File: src/rtl/bpu_pkg.sv
// Shared constants for the fetch-stage branch predictor: opcodes, BHT counter
// encoding and the link registers used for return-address-stack hints.
package bpu_pkg;

  localparam logic [6:0] OPC_BRANCH = 7'b1100011;
  localparam logic [6:0] OPC_JAL    = 7'b1101111;
  localparam logic [6:0] OPC_JALR   = 7'b1100111;

  typedef logic [1:0] bht_cnt_t;

  localparam bht_cnt_t CNT_SNT = 2'b00;
  localparam bht_cnt_t CNT_WNT = 2'b01;
  localparam bht_cnt_t CNT_WT  = 2'b10;
  localparam bht_cnt_t CNT_ST  = 2'b11;

  localparam logic [4:0] REG_RA = 5'd1;
  localparam logic [4:0] REG_T0 = 5'd5;

  function automatic logic is_link(input logic [4:0] r);
    return (r == REG_RA) || (r == REG_T0);
  endfunction

endpackage

File: src/rtl/bpu_ras.sv
// Circular return-address stack: a pop followed by a push in one cycle replaces the top;
// pushing when full overwrites the oldest entry while the count saturates at DEPTH.
module bpu_ras #(
  parameter int DEPTH = 4,
  parameter int PC_W  = 32
) (
  input  logic            clk_i,
  input  logic            rst_n_i,
  input  logic            push_i,
  input  logic            pop_i,
  input  logic [PC_W-1:0] push_data_i,
  output logic [PC_W-1:0] top_o,
  output logic            empty_o
);

  localparam int PTR_W = $clog2(DEPTH);
  localparam int CNT_W = PTR_W + 1;

  logic [PTR_W-1:0] ptr_q, ptr_d, wr_ptr;
  logic [CNT_W-1:0] cnt_q, cnt_d, cnt_pop;
  logic             do_pop;
  logic [PC_W-1:0]  stack_q [DEPTH];

  // ptr_q addresses the next free slot; the top lives one below it.
  always_comb begin
    do_pop  = pop_i && (cnt_q != '0);
    wr_ptr  = do_pop ? ptr_q - PTR_W'(1) : ptr_q;
    cnt_pop = do_pop ? cnt_q - CNT_W'(1) : cnt_q;
    ptr_d   = wr_ptr;
    cnt_d   = cnt_pop;
    if (push_i) begin
      ptr_d = wr_ptr + PTR_W'(1);
      cnt_d = (cnt_pop == CNT_W'(DEPTH)) ? cnt_pop : cnt_pop + CNT_W'(1);
    end
  end

  always_ff @(posedge clk_i or negedge rst_n_i) begin
    if (!rst_n_i) begin
      ptr_q <= '0;
      cnt_q <= '0;
    end else begin
      ptr_q <= ptr_d;
      cnt_q <= cnt_d;
    end
  end

  always_ff @(posedge clk_i) begin
    if (push_i) stack_q[wr_ptr] <= push_data_i;
  end

  assign top_o   = stack_q[ptr_q - PTR_W'(1)];
  assign empty_o = (cnt_q == '0);

endmodule

File: src/rtl/bpu_bht.sv
// Fetch-stage predictor: 2-bit counter BHT for branches, JAL always taken.
// Define BPU_RAS_EN to add a return-address stack that predicts JALR returns.
module bpu_bht
  import bpu_pkg::*;
#(
  parameter int PC_W      = 32,
  parameter int BHT_DEPTH = 64,
  parameter int RAS_DEPTH = 4
) (
  input  logic            clk_i,
  input  logic            rst_n_i,
  input  logic            fetch_fire_i,
  input  logic [31:0]     inst_i,
  input  logic [PC_W-1:0] pc_i,
  output logic            pred_taken_o,
  output logic [PC_W-1:0] pred_pc_o,
  input  logic            upd_valid_i,
  input  logic [PC_W-1:0] upd_pc_i,
  input  logic            upd_taken_i
);

  localparam int IDX_W = $clog2(BHT_DEPTH);

  bht_cnt_t         bht_q [BHT_DEPTH];
  bht_cnt_t         bht_d [BHT_DEPTH];
  logic [IDX_W-1:0] lookup_idx, upd_idx;
  logic [6:0]       opcode;
  logic [PC_W-1:0]  imm_b, imm_j, pc_plus4;

  assign opcode     = inst_i[6:0];
  assign lookup_idx = pc_i[IDX_W+1:2];
  assign upd_idx    = upd_pc_i[IDX_W+1:2];
  assign imm_b      = {{(PC_W-12){inst_i[31]}}, inst_i[7], inst_i[30:25], inst_i[11:8], 1'b0};
  assign imm_j      = {{(PC_W-20){inst_i[31]}}, inst_i[19:12], inst_i[20], inst_i[30:21], 1'b0};
  assign pc_plus4   = pc_i + PC_W'(4);

  always_comb begin
    bht_d = bht_q;
    if (upd_valid_i) begin
      if (upd_taken_i)
        bht_d[upd_idx] = (bht_q[upd_idx] == CNT_ST) ? CNT_ST : bht_q[upd_idx] + 2'd1;
      else
        bht_d[upd_idx] = (bht_q[upd_idx] == CNT_SNT) ? CNT_SNT : bht_q[upd_idx] - 2'd1;
    end
  end

  always_ff @(posedge clk_i or negedge rst_n_i) begin
    if (!rst_n_i) begin
      for (int i = 0; i < BHT_DEPTH; i++) bht_q[i] <= CNT_WNT;
    end else begin
      bht_q <= bht_d;
    end
  end

`ifdef BPU_RAS_EN
  logic [4:0]      rd, rs1;
  logic            rd_link, rs1_link, is_ret, ras_push, ras_pop, ras_empty;
  logic [PC_W-1:0] ras_top;

  assign rd       = inst_i[11:7];
  assign rs1      = inst_i[19:15];
  assign rd_link  = is_link(rd);
  assign rs1_link = is_link(rs1);
  // rd == rs1 with both links is a call through the link register, not a return.
  assign is_ret   = (opcode == OPC_JALR) && rs1_link && !(rd_link && (rd == rs1));
  assign ras_push = fetch_fire_i && ((opcode == OPC_JAL) || (opcode == OPC_JALR)) && rd_link;
  assign ras_pop  = fetch_fire_i && is_ret;

  bpu_ras #(
    .DEPTH (RAS_DEPTH),
    .PC_W  (PC_W)
  ) u_ras (
    .clk_i       (clk_i),
    .rst_n_i     (rst_n_i),
    .push_i      (ras_push),
    .pop_i       (ras_pop),
    .push_data_i (pc_plus4),
    .top_o       (ras_top),
    .empty_o     (ras_empty)
  );
`else
  localparam int unused_ras_depth = RAS_DEPTH;
  logic unused_fetch_fire;
  assign unused_fetch_fire = fetch_fire_i;
`endif

  always_comb begin
    pred_taken_o = 1'b0;
    pred_pc_o    = pc_plus4;
    case (opcode)
      OPC_BRANCH: begin
        if (bht_q[lookup_idx][1]) begin
          pred_taken_o = 1'b1;
          pred_pc_o    = pc_i + imm_b;
        end
      end
      OPC_JAL: begin
        pred_taken_o = 1'b1;
        pred_pc_o    = pc_i + imm_j;
      end
`ifdef BPU_RAS_EN
      OPC_JALR: begin
        if (is_ret && !ras_empty) begin
          pred_taken_o = 1'b1;
          pred_pc_o    = ras_top;
        end
      end
`endif
      default: ;
    endcase
  end

  logic unused_upd_pc;
  assign unused_upd_pc = ^{upd_pc_i[1:0], upd_pc_i[PC_W-1:IDX_W+2]};

endmodule

File: config.mk
export PLATFORM = sky130hd
export DESIGN_NAME = bpu_bht
export DESIGN_NICKNAME = d
export VERILOG_FILES = /design/src/rtl/bpu_pkg.sv /design/src/rtl/bpu_ras.sv /design/src/rtl/bpu_bht.sv
export SDC_FILE = /design/constraint.sdc
export NUM_CORES = 1
export LEC_CHECK = 0
export ABC_AREA = 1
export CORE_ASPECT_RATIO = 1.4
export CORE_MARGIN = 2
export CORE_UTILIZATION = 50
export CTS_BUF_LIST = sky130_fd_sc_hd__clkbuf_8
export DETAILED_ROUTE_END_ITERATION = 10
export GPL_ROUTABILITY_DRIVEN = 0
export PLACE_DENSITY = 0.75
export REMOVE_ABC_BUFFERS = 1
export SYNTH_ARGS = -nofsm -noshare
export SYNTH_HDL_FRONTEND = slang
export SYNTH_SLANG_ARGS = --single-unit
File: constraint.sdc
create_clock -name clk_i -period 3.12 [get_ports clk_i]
set_clock_uncertainty 0.15 [all_clocks]
set_input_delay 0.624 -clock clk_i [delete_from_list [all_inputs] [get_ports clk_i]]
set_output_delay 0.624 -clock clk_i [all_outputs]
set_load 0.05 [all_outputs]
==> results.md, run 1 <==
- Mux contribution to synthesized area: 0%
- Max Root-Sink Buffers: 2
- Sink Count: 128
- Synth Flop Type: dfstp_2
- Mean Syn Cell Area: 5.953 µm²
- H-tree lvl count: 4
- Worst_ep grt: pred_pc_o[27]
- Post-Synth XOR/XNOR Area: 2.986%
- Netlist cell types: 41
- EDFF count, synth: 0
- Placed Area: 15,720 µm²
- Sequential area share after synthesis: 27.30%
- Total Routing Usage GR: 87.59%
- Dpl cells: 2,657
- Largest family of logic cells by synthesized area: simple AND/OR/NAND/NOR gates
- Ys async rst share: 100.0%
- Starting Density: 50.51%
- Die Span Y: 187.5 µm
- Die X: 135.1 µm
- Worst EP Category: top-level output
- Leading post-synthesis cells by cell area: nand2_1, dfstp_2, dfrtp_1, nor2_1, nand3_1
- Ports: 134
- TritonCTS Buffers: 17
- Mapped Cells: 2,020
- Fail Step: global routing (5_1_grt)
- Global route overflow: 435
- Top-count cell post-synth: nand2_1
- Largest net degree at the start of global routing: 71
- HPWL after DPL: 36,940 µm
- Most common library cells after synthesis: nand2_1, nor2_1, nand3_1
- Yosys reg bits: 128
- Top-area cell type share of the netlist area: 21.73%
- Port Buffers: 104
- Error Message: [ERROR GRT-0232] Routing congestion too high. Check the congestion heatmap in the GUI.
- Synth warn: 0
- Synthesized-area fraction occupied by adder cells: 4.911%
- Yosys top cell by area: nand2_1
- Row count: 67
- Post-synthesis compound-gate area fraction: 11.80%
- Root buffer cell: clkbuf_8
- Status: aborted with a tool error
- Post-Synth Simple-Gate Area: 44.56%
- Cell Area, Synth: 12,030 µm²
timing repair:
action / CTS
endpoints found under the hold margin: 3
gates resized for setup: 593
setup buffers: 51
pin swaps: 156
setup endpoints to repair: 32
hold buffers: 1
gates cloned: 6
layer usage:
metal | track usage, % | overflow
met5 | 65.08 | 6
met4 | 88.82 | 128
met3 | 78.81 | 31
met2 | 97.60 | 240
met1 | 85.80 | 30
per-stage QoR:
step | setup TNS, ns | setup WS [ns]
4_1_cts | -4.406 | -0.1821
3_5_place_dp | -26.39 | -1.110
3_3_place_gp | -24.18 | -1.063
2_1_floorplan | -31.45 | -1.141
kinds of logic after synthesis:
logic type	count (synthesis)
compound gates	270
fa+ha+maj	46
buf+inv	230
simple gates	1305
xor+xnor	41
flops	128
==> run 2, diff against run 1 <==
Settings changed: CORE_ASPECT_RATIO 1.4 to default, CORE_UTILIZATION 50 to 35, CTS_BUF_LIST sky130_fd_sc_hd__clkbuf_8 to default, PLACE_DENSITY 0.75 to default, PLACE_DENSITY_LB_ADDON from default to 0.15.
==> run 2 against run 1 <==
The flow now finishes, with violations (setup timing). Area after synthesis stayed put. Synthesized cell count unchanged.
==> results.md, run 2 <==
- Unrepaired setup endpoints after global routing: yes
- Failing checks: setup timing
- Peak VDD IR: 0.3656 mV
- DRC: 0
- Final-report setup violation count: 32
- First-pass GRT wire length: 83,070 µm
- Final wirelength: 56,010 µm
- Antenna violations before repair: 0
- Max Root-Sink Buffers: 2 (unchanged)
- EDFF count, synth: 0 (unchanged)
- Die area: 35,860 µm²
- Ports: 134 (unchanged)
- CP Max Fanout: 5
- Critical-path top delay cell: ha_4
- Hold buffer count at CTS: 0 (-1)
- Endpoint kind of the worst setup timing path: output pin
- Routed Antenna Nets: 0
- Root buffer cell: clkbuf_16
- Min Hold Slack: 0.08760 ns
- TritonCTS Buffers: 17 (unchanged)
- Post-route clock period utilization: 109.0%
- Yosys top cell by area: nand2_1
- P_leak: 0.009416 µW
- GR Layer Usage met3: 6.969%
- Cell Area, Synth: 12,030 µm² (unchanged)
- Dpl cells: 2,826 (+6.4%)
- Mean Syn Cell Area: 5.953 µm² (unchanged)
- Crit-path most repeated cell: nand3_1
- Crit-path cells: buf_8 > buf_16 > ha_4 > a21oi_4 > o21ai_1 > buf_4 > o21bai_1 > a21oi_2 > nand3_1 > nand3_1 > nand3_2 > buf_12
- Yosys reg bits: 128 (unchanged)
- Total Routing Usage GR: 29.99%
- Sequential area share after synthesis: 27.30% (unchanged)
- Met2 Use GR: 45.96%
- Largest net degree at the start of global routing: 53
- WL/cell: 19.25 µm
- Placed Area: 16,200 µm² (+3.1%)
- CP startpoint kind: primary input
- Commonest non-fill, non-tap cell in the layout: nand2_1
- Final slew viol count: 0
- Die X: 189.4 µm (+40%)
- Worst slew pin tran: 0.7171 ns
- Most common library cells after synthesis: nand2_1, nor2_1, nand3_1
- Commonest cells after routing, fill and taps aside: nand2_1, buf_4, nor2_1
- Top-area cell type share of the netlist area: 21.73% (unchanged)
- Starting DRC count in detailed routing: 1,540
- Pwr Density: 403.8 nW/µm²
- Synth Flop Type: dfstp_2
- Antenna diodes: 0
- F_max: 0.2942 GHz
- Initial DRT Pass Iterations: 6
- M1 GR Usage: 40.13%
- Status: finished with violations
- Critical Path AT: 2.63 ns
- Worst hold-check path type: in -> async
- Routed vias/inst: 5.395
- Fin cells: 2,910
- Design Area, Final: 19,860 µm²
- Global route overflow: 0
- Largest register FFs: 128
- Netlist cell types: 41 (unchanged)
- Core Area: 33,700 µm²
- Top-count cell post-synth: nand2_1
- Worst path required time: 2.35 ns
- Via count: 15,700
- Port Buffers: 104 (unchanged)
- Starting Density: 35.68% (-15 points)
- Pwr Total: 8018 µW
- Die Span Y: 189.4 µm (+0.99%)
- Clock slew at reported path FFs: 0.07 ns
- Row count: 67 (unchanged)
- Max_slew headroom: 52.06%
- Nets: 2,596
- Max Cap Viol: 0
- HPWL after DPL: 39,860 µm (+7.9%)
- CTS tree: done
- Ys async rst share: 100.0% (unchanged)
- Mapped Cells: 2,020 (unchanged)
- Synth warn: 0 (unchanged)
- Biggest registers after layout: bht_q: 128 flops
- Area added between synthesis and finish: 65.11%
- Sink Count: 128 (unchanged)
- Setup ws final: -0.2794 ns
- Vias in the first global route: 15,036
- Final core utilization: 58.92%
- Fraction of layout cells with a size suffix above 1: 39.03%
- Most flop-heavy register: bht_q
- Critical path's largest stage delay: 0.29 ns
- Min Tclk post-route: 3.399 ns
- Final Hold Vio Count: 0
- Critical setup path kind: in -> out
- H-tree lvl count: 4 (unchanged)
- Leading post-synthesis cells by cell area: nand2_1, dfstp_2, dfrtp_1, nor2_1, nand3_1
- GR peak layer: met2
- Clk_lat worst skew: 0.44 ns
-- run 2: cell counts after synthesis --
Identical to the previous run, type by type.
-- run 2: critical path: cells and delay by family --
kind	cells	cell delay [ns]
adder cells (fa/ha/maj)	1	0.29
AO/OA/AOI/OAI	4	0.65
buffers and inverters	4	0.64
AND/OR/NAND/NOR	3	0.40
-- run 2: stage by stage --
| step | worst slack [ns] | setup TNS [ns] |
|---|---|---|
| 2_1_floorplan | -1.141 | -31.45 |
| 3_3_place_gp | -0.9116 | -25.61 |
| 3_5_place_dp | -0.9310 | -28.61 |
| 4_1_cts | -0.2154 | -5.300 |
| 5_1_grt | -0.3112 | -8.483 |
| 6_report | -0.2794 | -6.144 |
-- run 2: repair_timing --
item | CTS | global route
endpoints found under the setup margin | 32 | 32
buffers inserted | 34 | 12
pin swaps | 158 | 108
gates cloned | 8 | 0
resized for setup | 590 | 202
-- run 2: where the power goes --
part           switching, µW  total (µW)  internal, µW
clock network            933        2150          1220
logic                   1980        3500          1520
registers                241        2360          2120
-- run 2: final cells by class --
type	count	area, µm²
fill	3060	13840
multi-input combinational	1662	10170
timing repair buffer	469	4569
sequential	128	3283
inverter	171	655.6
tap	448	560.5
clock buffer	17	425.4
clock inverter	15	188.9
-- run 2: path summary, 6_finish.rpt --
path | from | end | slack [ns] | cells past startpoint
min reg2reg | bht_q[42] | bht_q[42] | 0.35 | 2
max reg2reg | bht_q[112] | bht_q[45] | 0.91 | 15
max in group asynchronous | rst_n_i | bht_q[36] | 1.92 | 2
min in group clk_i | bht_q[42] | bht_q[42] | 0.35 | 2
min | rst_n_i | bht_q[57] | 0.09 | 1
max | inst_i[31] | pred_pc_o[24] | -0.28 | 12
-- run 2: routing by layer --
| metal | part of all wire (%) | wire (µm) |
|---|---|---|
| met1 | 42 | 23390 |
| met2 | 44 | 24870 |
| met3 | 9.7 | 5432 |
| met4 | 4.1 | 2321 |
| met5 | 0 | 0 |
-- run 2: logic make-up after synthesis --
family / share of synthesized area [%]
xor gates and xnor gates: 2.986
AOI/OAI and AO/OA: 11.80
and+or+nand+nor: 44.56
DFF: 27.30
adders and majority gates: 4.911
buffers and inverters: 8.438
(Power assumes the default switching activity.)
